## src/rtl/fir_pkg.sv

```systemverilog
// rtl/fir_pkg.sv - shared constants and types for the FIR coefficient loader
package fir_pkg;

  localparam int WIDTH = 32;
  localparam int ORDER = 8;
  localparam int IDX_W = $clog2(ORDER);

  typedef logic signed [WIDTH-1:0] coeff_t;

  typedef enum logic [1:0] {
    IDLE,
    LOAD,
    PENDING
  } loader_state_t;

endpackage

```

## src/rtl/fir_coeff_bank.sv

```systemverilog
// rtl/fir_coeff_bank.sv - order x width coefficient register file with flattened read
module fir_coeff_bank #(
  parameter int width = 32,
  parameter int order = 8,
  parameter int idx_w = 3
) (
  input  logic                   clk,
  input  logic                   clear_i,
  input  logic                   we_i,
  input  logic [idx_w-1:0]       idx_i,
  input  logic [width-1:0]       data_i,
  output logic [order*width-1:0] flat_o
);

  logic [width-1:0] mem_q [order];

  always_ff @(posedge clk) begin
    for (int j = 0; j < order; j++) begin
      if (clear_i) begin
        mem_q[j] <= '0;
      end else if (we_i && (idx_i == idx_w'(j))) begin
        mem_q[j] <= data_i;
      end
    end
  end

  always_comb begin
    flat_o = '0;
    for (int j = 0; j < order; j++) begin
      flat_o[j*width +: width] = mem_q[j];
    end
  end

endmodule

```

## src/rtl/fir_coeff_loader.sv

```systemverilog
// rtl/fir_coeff_loader.sv - double-buffered coefficient loader with sample-boundary swap
module fir_coeff_loader
  import fir_pkg::*;
#(
  parameter int width = WIDTH,
  parameter int order = ORDER
) (
  input  logic                      clk,
  input  logic                      reset,
  input  logic                      coeff_valid,
  output logic                      coeff_ready,
  input  logic signed [width-1:0]   coeff_data,
  input  logic                      coeff_last,
  input  logic                      sample_strobe,
  output logic [order*width-1:0]    coeffs_out,
  output logic                      active_bank,
  output logic                      swap_done,
  output logic                      load_error,
  output logic                      busy
);

  localparam int IdxW = $clog2(order);
  localparam logic [IdxW-1:0] LastIdx = IdxW'(order - 1);

  loader_state_t   state_q, state_d;
  logic [IdxW-1:0] idx_q, idx_d;
  logic            active_q, active_d;
  logic            swap_q, swap_d;
  logic            err_q, err_d;

  logic                   xfer;
  logic [order*width-1:0] flat0, flat1;

  assign coeff_ready = ~reset & (state_q != PENDING);
  assign xfer        = coeff_valid & coeff_ready;

  always_comb begin
    state_d  = state_q;
    idx_d    = idx_q;
    active_d = active_q;
    swap_d   = 1'b0;
    err_d    = 1'b0;
    case (state_q)
      IDLE: begin
        if (xfer) begin
          if (coeff_last) begin
            err_d = 1'b1;
          end else begin
            idx_d   = IdxW'(1);
            state_d = LOAD;
          end
        end
      end
      LOAD: begin
        if (xfer) begin
          // Any set whose last flag disagrees with its length is thrown away.
          if ((idx_q == LastIdx) != coeff_last) begin
            err_d   = 1'b1;
            idx_d   = '0;
            state_d = IDLE;
          end else if (coeff_last) begin
            idx_d   = '0;
            state_d = PENDING;
          end else begin
            idx_d = idx_q + IdxW'(1);
          end
        end
      end
      PENDING: begin
        if (sample_strobe) begin
          active_d = ~active_q;
          swap_d   = 1'b1;
          state_d  = IDLE;
        end
      end
      default: begin
        state_d = IDLE;
        idx_d   = '0;
      end
    endcase
  end

  always_ff @(posedge clk) begin
    if (reset) begin
      state_q  <= IDLE;
      idx_q    <= '0;
      active_q <= 1'b0;
      swap_q   <= 1'b0;
      err_q    <= 1'b0;
    end else begin
      state_q  <= state_d;
      idx_q    <= idx_d;
      active_q <= active_d;
      swap_q   <= swap_d;
      err_q    <= err_d;
    end
  end

  // Writes always land in the bank the filter is not reading.
  fir_coeff_bank #(.width(width), .order(order), .idx_w(IdxW)) u_bank0 (
    .clk    (clk),
    .clear_i(reset),
    .we_i   (xfer & active_q),
    .idx_i  (idx_q),
    .data_i (coeff_data),
    .flat_o (flat0)
  );

  fir_coeff_bank #(.width(width), .order(order), .idx_w(IdxW)) u_bank1 (
    .clk    (clk),
    .clear_i(reset),
    .we_i   (xfer & ~active_q),
    .idx_i  (idx_q),
    .data_i (coeff_data),
    .flat_o (flat1)
  );

  assign coeffs_out  = active_q ? flat1 : flat0;
  assign active_bank = active_q;
  assign swap_done   = swap_q;
  assign load_error  = err_q;
  assign busy        = (state_q == LOAD) || (state_q == PENDING);

endmodule
```

## config.mk

```make
export PLATFORM = sky130hd
export DESIGN_NAME = fir_coeff_loader
export DESIGN_NICKNAME = d
export VERILOG_FILES = /design/src/rtl/fir_pkg.sv /design/src/rtl/fir_coeff_bank.sv /design/src/rtl/fir_coeff_loader.sv
export SDC_FILE = /design/constraint.sdc
export NUM_CORES = 1
export LEC_CHECK = 0
export ABC_AREA = 1
export CAP_MARGIN = 5
export CORE_ASPECT_RATIO = 0.8
export CORE_MARGIN = 2
export CORE_UTILIZATION = 47
export CTS_CLUSTER_SIZE = 28
export DETAILED_ROUTE_END_ITERATION = 10
export PLACE_DENSITY_LB_ADDON = 0.15
export SYNTH_ARGS = -nofsm -noshare
export SYNTH_HDL_FRONTEND = slang
export SYNTH_SLANG_ARGS = --single-unit
```

## constraint.sdc

```tcl
create_clock -name clk -period 6.37 [get_ports clk]
set_input_delay 0.9555 -clock clk [delete_from_list [all_inputs] [get_ports clk]]
set_output_delay 0.9555 -clock clk [all_outputs]
set_load 0.05 [all_outputs]
```

==> qor.yml, run 1 <==
finalNetCount: 2362
maxSlewHeadroom_pct: 22.3
end_kind: "output pin"
synth_nets: 2124
power.switching_uw: 2870
final-setup-viol-count: 0
area_growth_pct: 23.7
vias_per_cell: 5.12
num_antenna_cells: 0
grt_overflow: 0
drv_cap: 0
core_um2: 45500
dr.pass1.iters: 5
critPathLaunchType: "flip-flop"
timing.final.hold_violations: 0
power_per_cell_area_nw_per_um2: 347
synthCells: 2077
timing.fmax_mhz: 203
h-tree-depth: 2
hp-class: "reg2reg"
fin_crit_ns: 4.92
holdBufCountCts: 0
cts-root-buf: "clkbuf_16"
wl_um: 57200
port_buffers: 297
hpwl_um: 35700
mostFrequentLayoutCell: "nand2_1"
cts_buffer_depth: 3
die_w_um: 244
rsz0062_at_grt: "false"
ir_drop_mv: 0.220
tightest_slew_ns: 1.17
sw_frac_of_total_pct: 30.9
final_core_util_pct: 58.7
clk_pin_slew_ns: 0.06
fin_crit_sh_pct: 77.2
antenna_left: 0
cts.sink_count: 520
path_class: "reg2out"
drt-initial-drc-count: 1472
status: "finished, final reports clean"
layout_common_cells: "nand2_1 (809), nor2_1 (523), edfxtp_1 (512)"
cp_max_fo: 178
cts_tree: "built"
chipHeight_um: 196
ys_seq_elements: 520
required_ns: 5.41
post_cts_resized: 0
clockPowerShare_pct: 34.0
ios: 298
num_rows: 70
ys_seq_area_share_pct: 71.9
cts_inserted_buffers: 51
p_int_uw: 6400
yosysUniqueCellTypes: 18
leakage_uw: 0.0112
place.gp.congestion: 0.821
arrival_ns: 3.96
grt_pass1_wl_um: 86800
wl_per_cell_um: 19.3
post_cts_buffers: 0
netlist_area_um2: 21600
grt_usage_pct: 23.9
grt_pass1_vias: 14500
drive_above_1_share_pct: 4.88
p_seq_share_pct: 44.0
tns_ns: 0
worstSkewPairLatency_ns: 0.58
nFillCells: 3825
die_area_um2: 47700
antenna_found_initial: 0
syn_area_per_cell_um2: 10.4
finClkSkew_ns: 0.0149
start_util_pct: 47.4
yosys_warnings: 0
drc: 0
finalMaxSlewViolations: 0
p_comb_share_pct: 22.0
num_vias: 15200
grt_start_max_net_pins: 179
## path summary, 6_finish.rpt
path / from / end / slack, ns / cells after the start
hold reg to reg: state_q[1] / state_q[1] / 0.54 / 2
setup reg to reg: active_bank / u_bank0.mem_q[0][89] / 1.91 / 5
setup / recovery: active_bank / coeffs_out[21] / 1.45 / 5
hold / removal: state_q[1] / state_q[1] / 0.54 / 2
## sequential cells by signal, indices dropped and copies added, names as in the netlist
name / flops
swap_done: 1
active_bank: 1
u_bank1.mem_q: 256
state_q: 2
load_error: 1
idx_q: 3
u_bank0.mem_q: 256
## through the flow
step | cells | setup slack [ns] | hold slack [ns] | total power (µW) | instance area, µm²
floorplan | 2077 | 3.10 | 0.477 | 5460 | 21600
global placement | 2874 | 1.97 | 0.499 | 6170 | 25000
detailed placement | 2874 | 1.85 | 0.525 | 6190 | 25000
CTS | 2968 | 1.29 | 0.531 | 9330 | 26700
global route | 2968 | 1.08 | 0.559 | 9570 | 26700
finish | 2968 | 1.45 | 0.537 | 9270 | 26700
## worst max-delay path, cell delays in order, from the launching register on
cell and delay, ns:
dfxtp_4 0.56, inv_8 0.85, buf_4 0.78, nand2_1 0.11
nand2_1 0.17, clkdlybuf4s50_1 0.83
## routing by layer
metal,GRT usage (%),vias up,part of all wire [%]
met4,8.20,0,3.1
met5,0,-,0
met2,38.3,606,48
met3,4.13,102,8.1
met1,33.1,7347,41
li1,-,7134,-
## cell usage after synthesis (all sizes together)
master,n,area (µm²)
a211oi,1,7.51
clkbuf,87,327
nor2,526,1990
o21ai,2,10.0
a21oi,6,30.0
inv,48,180
dfxtp,8,160
edfxtp,512,15400
buf,52,253
ha,10,125
nand2,813,3050
nand3,12,90.1
## cell families after synthesis
group / synth area share [%]
and+or+nand+nor: 23.8
DFF: 71.9
buffers and inverters: 3.52
adders and majority gates: 0.579
AOI/OAI and AO/OA: 0.220
## cell type report
type / instances / area [µm²] / share of cell area, %
multi-input combinational: 1370 / 5320 / 19.9
timing repair buffer: 324 / 3180 / 11.9
sequential: 520 / 15500 / 58.2
inverter: 48 / 188 / 0.702
clock inverter: 29 / 362 / 1.35
clock buffer: 65 / 1370 / 5.13
tap: 612 / 766 / 2.87
## power by group through the flow
stage	clock network, µW	logic [µW]	registers, µW
floorplan	0	1350	4120
global placement	0	2030	4140
detailed placement	0	2040	4150
CTS	3190	2050	4080
global route	3320	2150	4100
finish	3150	2040	4080
No activity file was read; power rests on OpenSTA's default activity.
==> run 2: changes to the inputs <==
Clock period 6.37 ns to 5.1 ns, I/O delays scaled along.
==> qor.yml, run 2 (synthesis gave the netlist of run 1 again) <==
status: "finished, final reports clean"
core_um2: 45500  # unchanged
place_ws_ns: 1.45  # -0.406 ns
r2r_setup_slack_ns: 1.46  # -0.45 ns
arrival_ns: 3.42  # -0.54 ns
die_w_um: 244  # unchanged
hp-class: "reg2reg"
multiInputGateArea_um2: 5310  # about the same
drc: 0  # unchanged
post_cts_resized: 0  # unchanged
num_vias: 15100  # -0.73%
fin_crit_ns: 4.18
die_area_um2: 47700  # unchanged
hpwl_um: 34800  # -2.4%
min_path_cells: 2  # unchanged
power_per_cell_area_nw_per_um2: 425  # +23%
place.gp.congestion: 0.801  # -2.4%
required_ns: 4.34  # -1.07 ns
num_rows: 70  # unchanged
leakage_uw: 0.0112  # -0.19%
grtUsageMet1_pct: 32.1  # -0.95 points
timing.final.hold_violations: 0  # unchanged
r2r_start: "active_bank"
drv_cap: 0  # unchanged
tightest_slew_ns: 0.926  # -0.240 ns
path_class: "reg2out"
r2r_cells: 5  # unchanged
antenna_found_initial: 0  # unchanged
ios: 298  # unchanged
hold_end: "state_q[1]"
nFillCells: 3869  # +1.2%
grt_pass1_wl_um: 83900  # -3.4%
h-tree-depth: 2  # unchanged
cts_buffer_depth: 3  # unchanged
hold_start: "state_q[1]"
cp_slowest_cell: "clkdlybuf4s50_1"
fin_crit_sh_pct: 82.0
num_antenna_cells: 0  # unchanged
ff_latch_area_um2: 15500  # unchanged
slowest_delay_ns: 0.83  # -0.02 ns
worstSkewPairLatency_ns: 0.57  # about the same
start_util_pct: 47.4  # unchanged
end_kind: "output pin"
cp_max_fo: 144  # -19%
vias_per_cell: 5.07  # -0.86%
global_route.usage.met3_pct: 3.76  # -0.37 points
mostFrequentLayoutCell: "nand2_1"
cts-root-buf: "clkbuf_16"
regToRegEndpoint: "u_bank0.mem_q[0][10]"
port_buffers: 297  # unchanged
finClkSkew_ns: 0.0168  # +0.00191 ns
dr.pass1.iters: 5  # unchanged
post_cts_buffers: 0  # unchanged
cts.sink_count: 520  # unchanged
cp_common_cell: "nand2_1"
final-setup-viol-count: 0  # unchanged
drt-initial-drc-count: 1303  # -11%
cts_tree: "built"
cts_inserted_buffers: 52  # +2.0%
holdBufCountCts: 0  # unchanged
ir_drop_mv: 0.262  # +19%
maxSlewHeadroom_pct: 38.3  # +16 points
drive_above_1_share_pct: 4.87  # -0.0083 points
clk_pin_slew_ns: 0.06  # about the same
cp_cell_sequence: "inv_8 -> buf_4 -> nand2_1 -> nand2_1 -> clkdlybuf4s50_1"
finalMaxSlewViolations: 0  # unchanged
wl_per_cell_um: 18.8  # -2.3%
reg_top3: "u_bank0.mem_q (256), u_bank1.mem_q (256), idx_q (3)"
wl_um: 55900  # -2.2%
grt_pass1_vias: 14100  # -2.5%
setup_ws_ns: 0.916  # -0.534 ns
antenna_left: 0  # unchanged
grt_overflow: 0  # unchanged
area_growth_pct: 23.4
top_usage_layer: "met2"
finalNetCount: 2368  # +0.25%
chipHeight_um: 196  # unchanged
power.total_uw: 11300  # +22%
tns_ns: 0  # unchanged
use_met2_pct: 37.5  # -0.80 points
timing.fmax_mhz: 239
grt_start_max_net_pins: 145  # -19%
grt_usage_pct: 23.1  # -0.76 points
critPathLaunchType: "flip-flop"
layout_common_cells: "nand2_1 (810), nor2_1 (523), edfxtp_1 (512)"
rsz0062_at_grt: "false"
run 2: changes by cell type in the layout (fill, tap and decap cells not counted), sizes merged:
cell      previous run  this run
clkbuf              65        67
buf                 27        32
bufinv               9         4
clkinvlp             1         0
inv                 48        50
clkinv              19        20
run 2: worst max-delay path, delay by kind of cell, from the launching register on:
kind	cells	cell delay, ns
buffers and inverters	3	1.94
DFF	1	0.54
and+or+nand+nor	2	0.19
run 2: worst max-delay path by stage:
stage                      startpoint                    to  slack, ns  cells past startpoint
after floorplan                 reset   u_bank0.mem_q[0][0]       2.02                      6
after global placement          reset  u_bank1.mem_q[0][52]       1.48                      6
after detailed placement        reset  u_bank0.mem_q[0][50]       1.45                      6
after CTS                 active_bank       coeffs_out[224]       0.88                      5
after global routing      active_bank       coeffs_out[224]       0.73                      5
final                     active_bank       coeffs_out[224]       0.92                      5
run 2: final cells by class:
cell class	count	share of cell area [%]
clock inverter	26	0.835
sequential	520	58.3
inverter	48	0.704
tap	612	2.87
multi-input combinational	1370	19.9
clock buffer	67	5.25
timing repair buffer	329	12.1
run 2: per-stage QoR:
step                std cells  instance area (µm²)  util (%)  hold slack [ns]
floorplan                2077                21600         -            0.477
global placement         2879                25000      55.0            0.507
detailed placement       2879                25000      55.0            0.521
CTS                      2972                26700      58.5            0.530
global route             2972                26700      58.5            0.549
finish                   2972                26700      58.5            0.537
run 2: per-layer routing:
metal	wire [µm]	vias up
li1	-	7139
met1	23600	7301
met2	27000	545
met3	3860	93
met4	1500	0
met5	0	-
run 2: report_power, final:
part | internal, µW | switching, µW | leakage (µW)
logic | 669 | 1880 | 0.00504
clock network | 2130 | 1570 | 0.000797
registers | 4980 | 104 | 0.00536
total | 7780 | 3550 | 0.0112
==> run 3: changes to the inputs <==
Clock period 5.1 ns to 4.39 ns, I/O delays scaled along.
==> qor.yml, run 3 (synthesis gave the netlist of run 1 again) <==
grt_pass1_vias: 14400  # +2.5%
drc: 0  # unchanged
fin_crit_sh_pct: 82.4
num_vias: 15100  # -0.13%
start_util_pct: 47.4  # unchanged
antenna_left: 0  # unchanged
final-setup-viol-count: 0  # unchanged
setup_ws_ns: 0.774  # -0.143 ns
leakage_uw: 0.0112  # about the same
drv_cap: 0  # unchanged
reg_top3: "u_bank0.mem_q (256), u_bank1.mem_q (256), idx_q (3)"
post_cts_resized: 0  # unchanged
port_buffers: 297  # unchanged
place_ws_ns: 1.32  # -0.131 ns
cts.sink_count: 520  # unchanged
clk_pin_slew_ns: 0.06  # about the same
path_class: "reg2out"
dp.cells: 2884  # +0.17%
cp_num_buf_inv: 3  # unchanged
maxSlewHeadroom_pct: 41.7  # +3.4 points
status: "finished, final reports clean"
tightest_slew_ns: 0.871  # -0.0546 ns
die_area_um2: 47700  # unchanged
slowest_delay_ns: 0.81  # -0.02 ns
holdBufCountCts: 0  # unchanged
die_w_um: 244  # unchanged
place.gp.congestion: 0.839  # +4.7%
path_delay_family: "buffers and inverters"
drt-initial-drc-count: 1289  # -1.1%
num_antenna_cells: 0  # unchanged
num_rows: 70  # unchanged
hpwl_um: 35700  # +2.5%
cts-root-buf: "clkbuf_16"
finalNetCount: 2372  # +0.17%
chipHeight_um: 196  # unchanged
grt_overflow: 0  # unchanged
arrival_ns: 2.96  # -0.46 ns
grt_pass1_wl_um: 85200  # +1.5%
drive_above_1_share_pct: 5.12  # +0.24 points
cp_cell_sequence: "inv_8 -> buf_4 -> nand2_1 -> nand2_1 -> clkdlybuf4s50_1"
grt_usage_pct: 23.3  # +0.22 points
wl_um: 56000  # about the same
antenna_found_initial: 0  # unchanged
rsz0062_at_grt: "false"
required_ns: 3.73  # -0.61 ns
mostFrequentLayoutCell: "nand2_1"
cts_tree: "built"
cp_max_fo: 115  # -20%
ir_drop_mv: 0.305  # +17%
cts_buffer_depth: 3  # unchanged
fin_crit_ns: 3.62
finalNonFillerCells: 2977  # +0.17%
tns_ns: 0  # unchanged
cp_slowest_cell: "clkdlybuf4s50_1"
dr.pass1.iters: 6  # +1
power_per_cell_area_nw_per_um2: 492  # +16%
core_um2: 45500  # unchanged
end_kind: "output pin"
hp-class: "reg2reg"
cp_common_cell: "nand2_1"
h-tree-depth: 2  # unchanged
worstSkewPairLatency_ns: 0.56  # about the same
vias_per_cell: 5.06  # -0.29%
cts_inserted_buffers: 51  # -1.9%
wl_per_cell_um: 18.8  # -0.11%
finalMaxSlewViolations: 0  # unchanged
timing.fmax_mhz: 277
r2r_setup_slack_ns: 1.72  # +0.26 ns
critPathLaunchType: "flip-flop"
post_cts_buffers: 0  # unchanged
area_growth_pct: 23.6
grt_start_max_net_pins: 142  # -2.1%
finClkSkew_ns: 0.0184  # +0.00164 ns
timing.final.hold_violations: 0  # unchanged
ios: 298  # unchanged
layout_common_cells: "nand2_1 (810), nor2_1 (523), edfxtp_1 (512)"
## run 3: report_power, final
group / internal (µW) / total [µW] / switching, µW / leakage (µW)
clock network: 2440 / 4270 / 1830 / 0.000770
logic: 778 / 2980 / 2200 / 0.00506
registers: 5790 / 5890 / 99.6 / 0.00536
total: 9000 / 13100 / 4130 / 0.0112
## run 3: worst min-delay path, stage by stage (launching register included)
cell     delay (ns)
dfxtp_1        0.35
a21oi_1        0.05
nor2_1         0.09
## run 3: routing by layer
metal | global-route usage (%) | up-vias | routed length (µm) | part of all wire [%]
met5 | 0 | - | 0 | 0
met2 | 38.2 | 475 | 26900 | 48
met1 | 32.5 | 7344 | 24100 | 43
li1 | - | 7151 | - | -
met3 | 3.56 | 89 | 3550 | 6.3
met4 | 6.73 | 0 | 1400 | 2.5
## run 3: area by class of cell
class	instances	area (µm²)
multi-input cells	1370	5310
repair buffers	334	3280
clock buffers	64	1370
clock inverters	29	245
inverters	48	188
well taps	612	766
flip-flops and latches	520	15500
fillers	3840	18800
## run 3: per-stage QoR
| stage | hold WS, ns | power [µW] | cell area (µm²) | utilization, % |
|---|---|---|---|---|
| 2_1_floorplan | 0.477 | 7930 | 21600 | - |
| 3_3_place_gp | 0.499 | 8960 | 25100 | 55.1 |
| 3_5_place_dp | 0.514 | 8980 | 25100 | 55.1 |
| 4_1_cts | 0.529 | 13200 | 26700 | 58.6 |
| 5_1_grt | 0.560 | 13600 | 26700 | 58.6 |
| 6_report | 0.521 | 13100 | 26700 | 58.6 |
## run 3: path summary, 6_finish.rpt
kind | to | startpoint | cells past startpoint
worst max-delay path | coeffs_out[16] | active_bank | 5
worst min-delay path | state_q[1] | state_q[1] | 2
worst max register to register | u_bank1.mem_q[0][45] | active_bank | 5
worst min register to register | state_q[1] | state_q[1] | 2
